$ cat src/rtl/sub_nbit_serial.sv
// Bit-serial N-bit subtractor (A - B - borrow-in), LSB first, one full-subtractor cell plus a borrow flop.
// Optional compare outputs o_zero/o_slt are compiled in when SUB_SERIAL_CMP_EN is defined.
module sub_nbit_serial #(
  parameter int DATA_WIDTH = 8
) (
  input  logic                  i_clk,
  input  logic                  i_rst,
  input  logic                  i_vld,
  output logic                  o_rdy,
  input  logic [DATA_WIDTH-1:0] i_num_a,
  input  logic [DATA_WIDTH-1:0] i_num_b,
  input  logic                  i_bor,
  output logic                  o_vld,
  input  logic                  i_rdy,
  output logic [DATA_WIDTH-1:0] o_res,
  output logic                  o_bor,
  output logic                  o_ovf
`ifdef SUB_SERIAL_CMP_EN
  ,
  output logic                  o_zero,
  output logic                  o_slt
`endif
);

  localparam int CW = (DATA_WIDTH > 1) ? $clog2(DATA_WIDTH) : 1;
  localparam logic [CW-1:0] LAST = CW'(DATA_WIDTH - 1);

  typedef enum logic [1:0] {IDLE, CALC, DONE} state_t;

  state_t                state_q;
  logic [DATA_WIDTH-1:0] a_q, b_q, res_q;
  logic [CW-1:0]         cnt_q;
  logic                  br_q;
  logic                  nz_q;
  logic                  rdy_q, vld_q, bor_q, ovf_q;
  logic                  bit_d, br_d;
`ifdef SUB_SERIAL_CMP_EN
  logic                  zero_q, slt_q;
`endif

  // Single full-subtractor cell operating on the current LSBs.
  always_comb begin
    bit_d = a_q[0] ^ b_q[0] ^ br_q;
    br_d  = (~a_q[0] & b_q[0]) | (~(a_q[0] ^ b_q[0]) & br_q);
  end

  always_ff @(posedge i_clk or posedge i_rst) begin
    if (i_rst) begin
      state_q <= IDLE;
      a_q     <= '0;
      b_q     <= '0;
      res_q   <= '0;
      cnt_q   <= '0;
      br_q    <= 1'b0;
      nz_q    <= 1'b0;
      rdy_q   <= 1'b1;
      vld_q   <= 1'b0;
      bor_q   <= 1'b0;
      ovf_q   <= 1'b0;
`ifdef SUB_SERIAL_CMP_EN
      zero_q  <= 1'b0;
      slt_q   <= 1'b0;
`endif
    end else begin
      case (state_q)
        IDLE: begin
          if (i_vld) begin
            a_q     <= i_num_a;
            b_q     <= i_num_b;
            br_q    <= i_bor;
            cnt_q   <= '0;
            nz_q    <= 1'b0;
            rdy_q   <= 1'b0;
            state_q <= CALC;
          end
        end
        CALC: begin
          a_q   <= a_q >> 1;
          b_q   <= b_q >> 1;
          res_q <= {bit_d, res_q[DATA_WIDTH-1:1]};
          br_q  <= br_d;
          nz_q  <= nz_q | bit_d;
          cnt_q <= cnt_q + CW'(1);
          // On the MSB edge br_q is the borrow into the sign cell.
          if (cnt_q == LAST) begin
            state_q <= DONE;
            vld_q   <= 1'b1;
            bor_q   <= br_d;
            ovf_q   <= br_q ^ br_d;
`ifdef SUB_SERIAL_CMP_EN
            zero_q  <= ~(nz_q | bit_d);
            slt_q   <= bit_d ^ (br_q ^ br_d);
`endif
          end
        end
        DONE: begin
          if (i_rdy) begin
            vld_q   <= 1'b0;
            rdy_q   <= 1'b1;
            state_q <= IDLE;
          end
        end
        default: begin
          state_q <= IDLE;
          rdy_q   <= 1'b1;
          vld_q   <= 1'b0;
        end
      endcase
    end
  end

  assign o_rdy = rdy_q;
  assign o_vld = vld_q;
  assign o_res = res_q;
  assign o_bor = bor_q;
  assign o_ovf = ovf_q;
`ifdef SUB_SERIAL_CMP_EN
  assign o_zero = zero_q;
  assign o_slt  = slt_q;
`endif

endmodule

$ cat config.mk
export PLATFORM = sky130hd
export DESIGN_NAME = sub_nbit_serial
export DESIGN_NICKNAME = d
export VERILOG_FILES = /design/src/rtl/sub_nbit_serial.sv
export SDC_FILE = /design/constraint.sdc
export NUM_CORES = 1
export LEC_CHECK = 0
export CAP_MARGIN = 40
export CORE_UTILIZATION = 30
export DETAILED_ROUTE_END_ITERATION = 7
export SYNTH_ARGS = -nofsm -noshare
export SYNTH_HDL_FRONTEND = slang
export SYNTH_SLANG_ARGS = --single-unit
export TNS_END_PERCENT = 50
$ cat constraint.sdc
create_clock -name i_clk -period 1.8 [get_ports i_clk]
set_clock_uncertainty 0.1 [all_clocks]
set_input_delay 0.45 -clock i_clk [delete_from_list [all_inputs] [get_ports i_clk]]
set_output_delay 0.45 -clock i_clk [all_outputs]
set_load 0.05 [all_outputs]
Word level (Yosys, flattened, before mapping)
Index checks and enable logic that the tools add are counted.
{"block": "totals", "ff_bits": 34, "elab_cells": 52}
{"block": "classes", "addsub": 1, "n_eq_ne": 6, "muxes": 18, "bitwise": 10, "reduce_logical": 7}
{"operator": "8-bit case mux with 2 select lines", "n": 2}
{"operator": "8-bit 2-to-1 mux", "n": 2}
{"operator": "3-bit AND reduction", "n": 3}
{"operator": "2-bit 2-to-1 mux", "n": 3}
{"operator": "2-bit != test, second input constant", "n": 3}
{"operator": "1-bit case mux with 3 select lines", "n": 2}
{"operator": "2-bit case mux with 3 select lines", "n": 1}
{"operator": "3-bit case mux with 2 select lines", "n": 1}
{"operator": "1-bit 2-to-1 mux", "n": 5}
{"operator": "1-bit inverter", "n": 4}
{"operator": "2-bit AND reduction", "n": 2}
{"operator": "3-bit by 1-bit adder with 3-bit output, second input constant", "n": 1}
{"operator": "3-bit == test, second input constant", "n": 1}
{"operator": "3-bit 2-to-1 mux", "n": 1}
{"operator": "1-bit bitwise XOR", "n": 3}
{"operator": "1-bit bitwise AND", "n": 2}
{"operator": "2-bit by 1-bit == test with 1-bit output, second input constant", "n": 1}
{"operator": "2-bit == test, second input constant", "n": 1}
{"operator": "2-bit logical NOT", "n": 1}
{"operator": "1-bit case mux with 2 select lines", "n": 1}
{"operator": "2-bit nonzero test", "n": 1}
{"operator": "1-bit OR", "n": 1}

Logic depth before layout (Yosys ltp)
{"block": "logic_depth", "ltp_word": 5, "ltp_mapped": 5, "depth_no_buf": 5}

Worst setup path after synthesis
OpenSTA, ideal clock, no wires.
{"block": "synth_timing", "kind": "flip-flop to flip-flop", "start": "reg br_q", "end": "reg res_q[7] (netlist: o_res[7])", "setup_time_ns": 0.125, "arrival_ns": 1.104, "required_time_ns": 1.575, "slack_ns": 0.471, "stages_incl_launch_ff": 4, "n_path_buf": 0, "period_less_slack_ns": 1.329, "cell_sequence": "dfrtp_1 > inv_1 > fa_1 > mux2_2"}
{"block": "synth_via", "elab_chain_cells": 1}
{"element": "start: declaration", "line_no": "33", "source": "logic br_q;"}
{"element": "start signal: assignment", "line_no": "70", "source": "br_q <= i_bor;"}
{"element": "start signal: assignment", "line_no": "81", "source": "br_q <= br_d;"}
{"element": "1-bit bitwise XOR", "line_no": "43", "source": "bit_d = a_q[0] ^ b_q[0] ^ br_q;"}
{"element": "via bit_d", "line_no": "36", "source": "logic bit_d, br_d;"}
{"element": "end signal: assignment", "line_no": "80", "source": "res_q <= {bit_d, res_q[DATA_WIDTH-1:1]};"}
{"element": "end: declaration", "line_no": "31", "source": "logic [DATA_WIDTH-1:0] a_q, b_q, res_q;"}
The timed path passes the listed nets, and every way through them passes these cells.
A chain may end at the register's enable or synchronous reset.

Final worst setup path
{"block": "layout_timing", "start": "in i_vld", "end": "reg a_q[4]"}
{"block": "layout_via", "elab_chain_cells": 2}
{"element": "start: declaration", "line_no": "8", "source": "input logic i_vld,"}
{"element": "2-bit != test (no source line)"}
{"element": "2-bit AND reduction (no source line)"}
{"element": "end signal: assignment", "line_no": "68", "source": "a_q <= i_num_a;"}
{"element": "end signal: assignment", "line_no": "78", "source": "a_q <= a_q >> 1;"}
{"element": "end: declaration", "line_no": "31"}
Every way passes these cells.

==> impl_metrics.json <==
{
  "antenna_found_initial": 0,
  "r2r_start": "state_q[0]",
  "ys_seq_elements": 34,
  "critPathMaxStageDelay_ns": 0.61,
  "die_area_mm2": 0.005510,
  "htree_levels": 2,
  "crit_path_end_kind": "flip-flop",
  "powerDensity_mw_per_mm2": 1949,
  "reg2regPathDepth": 4,
  "num_antenna_cells": 0,
  "ys.flop_type": "dfrtp_1",
  "crit_arrival_ns": 1.72,
  "relSlewSlack_pct": 71.62,
  "total_power_uw": 4232,
  "hold_violations": 0,
  "synth_top_area_share_pct": 52.76,
  "synth_cells": 141,
  "final_nets": 202,
  "fillers": 493,
  "grt_pass1_vias": 1224,
  "synth_area_leaders": "dfrtp_1, o22ai_1, mux2_4, a21oi_1, nor3_1",
  "ir_drop_mv": 0.7029,
  "netlist_area_mm2": 0.001565,
  "period_share_pct": 90.52,
  "cts_tree": "done",
  "first_pass_iters": 4,
  "worstMarginPinSlew_ns": 0.4252,
  "grt_pass1_wl_um": 5913,
  "fp.dieH_um": 74.23,
  "wirelength_um": 3570,
  "cts_buffers": 5,
  "routabilityCongestion": 0.7790,
  "multi_input_area_um2": 633.1,
  "overflow": 0,
  "pin_count": 33,
  "cts_resized": 0,
  "ff_latch_area_um2": 852.1,
  "dp_cells": 238,
  "synth_nets": 165,
  "cp_slowest_cell": "clkdlybuf4s50_1",
  "cts.hold.buffers_added": 0,
  "dp_hpwl_um": 2568,
  "clock_path_buffers": 2,
  "period_needed_ns": 1.629,
  "clk_latency_ns": 0.28,
  "ys_async_sr_fraction_pct": 100.0,
  "first_iter_violations": 74,
  "grt_max_degree": 25,
  "root_buffer": "clkbuf_8",
  "ys_seq_area_share_pct": 54.44,
  "path_delay_family": "buffers and inverters",
  "row_count": 25,
  "hp-class": "in2async",
  "setup_viol": 0,
  "synth_edf_count": 0,
  "worstPathRequired_ns": 1.89,
  "cap_viol_max_count": 0,
  "path_cells": "clkdlybuf4s50_1 -> buf_4 -> o21ba_2 -> nor2_1 -> nor3_1",
  "r2r-end": "br_q",
  "vias_per_cell": 5.081,
  "place_ws_ns": -0.1255,
  "synth-warning-count": 0,
  "coreArea_mm2": 0.004880,
  "status": "finished clean",
  "crit_type": "in2reg",
  "cts_sinks": 34,
  "drtAntennaViolNets": 0,
  "syn_avg_cell_area_um2": 11.10,
  "drive_gt1_share_pct": 22.35,
  "synth_cell_types": 30,
  "cts_setup_buffers": 0,
  "critPathBufInv": 2,
  "setup_ws_ns": 0.1706,
  "cellLeakagePower_uw": 0.0009204,
  "worst-r2r-setup-slack_ns": 0.34,
  "layoutNonFillerInstCount": 246,
  "die_x_um": 74.23,
  "wl_per_cell_um": 14.51,
  "synth_common_cells": "dfrtp_1, o22ai_1, a21oi_1, nor2_1",
  "rsz0062_at_grt": "false",
  "fmax_ghz": 0.6137,
  "grt_usage_pct": 14.29,
  "synth.most_common_cell": "dfrtp_1",
  "drv_slew": 0,
  "initial_core_util_pct": 32.08,
  "yosys.area.top_type": "dfrtp_1",
  "drc": 0,
  "path_max_fanout": 12,
  "start_kind": "input port",
  "vias": 1250,
  "area_growth_pct": 38.77,
  "setup-tns-final_ns": 0,
  "fin_util_pct": 44.51,
  "clkTransAtPathRegs_ns": 0.07,
  "port_buffers": 32
}
[routing by layer]
layer | global-route usage, % | vias up | part of all wire [%]
met3 | 4.201 | 6 | 4.5
met2 | 22.02 | 33 | 47
met1 | 19.50 | 618 | 47
li1 | - | 593 | -
met4 | 4.403 | 0 | 1.4
met5 | 0 | - | 0
[cells in the final DEF, fill, tap and decap left out, types with 2 or more instances in the layout]
master           Yosys  routed
nor2_1               9       9
clkdlybuf4s50_1      0      20
nor3_1               7       7
dfrtp_1             33      33
clkbuf_8             0       6
mux2_4               7       7
buf_12               0      12
nand2_1              6       6
o21ai_1              3       3
o22ai_1             22      22
o21ai_0              7       7
a22o_1               2       2
inv_1                5       5
nor2b_1              2       2
a21oi_1             14      14
buf_4                2       7
ha_1                 2       2
[final cells by class]
cell class                      count  area share [%]
Sequential cell                    34           39.23
Multi-Input combinational cell     93           29.15
Timing Repair Buffer               39           22.70
Clock buffer                        7           3.975
Tap cell                           67           3.859
Inverter                            5          0.8641
Clock inverter                      1          0.2304
[power breakdown]
group	total (uW)	switching [uW]	internal [uW]
clock	575	267	308
combinational	2160	1080	1090
sequential	1490	361	1130
[worst register-to-register path: cells and delay by family, from the launching register on]
kind | cells | cell delay [ns]
flip-flops | 1 | 0.49
AND/OR/NAND/NOR | 1 | 0.31
buffers and inverters | 1 | 0.22
AO/OA/AOI/OAI | 2 | 0.21
[stage by stage]
step,area [um^2],hold WS [ns]
after floorplan,1565,0.3581
after global placement,2081,0.3848
after detailed placement,2081,0.3939
after CTS,2172,0.3917
after global routing,2172,0.4144
final,2172,0.3768
[flip-flops by register name, summed over array words and instances (netlist names)]
name and count:
a_q 8, b_q 8, br_q 1, cnt_q 3
o_bor 1, o_ovf 1, o_rdy 1, o_res 8
o_vld 1, state_q 2
[kinds of logic (layout without fill, tap and decap cells)]
kind of cell | after synthesis | count (layout) | share of synthesized area, %
AO/OA/AOI/OAI | 52 | 52 | 19.82
flip-flops | 34 | 34 | 54.44
AND/OR/NAND/NOR | 29 | 29 | 9.752
buffers and inverters | 14 | 52 | 5.115
multiplexers | 8 | 8 | 7.434
adder cells (fa/ha/maj) | 3 | 3 | 2.877
XOR/XNOR | 1 | 1 | 0.5597
[how the worst max path moves through the flow]
stage	startpoint	end	slack (ns)	cells after the start
2_1_floorplan	br_q	o_res[7]	0.47	3
3_3_place_gp	i_vld	a_q[6]	-0.02	5
3_5_place_dp	i_vld	a_q[4]	-0.13	5
4_1_cts	i_vld	a_q[4]	0.17	5
5_1_grt	i_vld	a_q[5]	0.11	5
6_report	i_vld	a_q[4]	0.17	5
No activity file was read; power rests on OpenSTA's default activity.
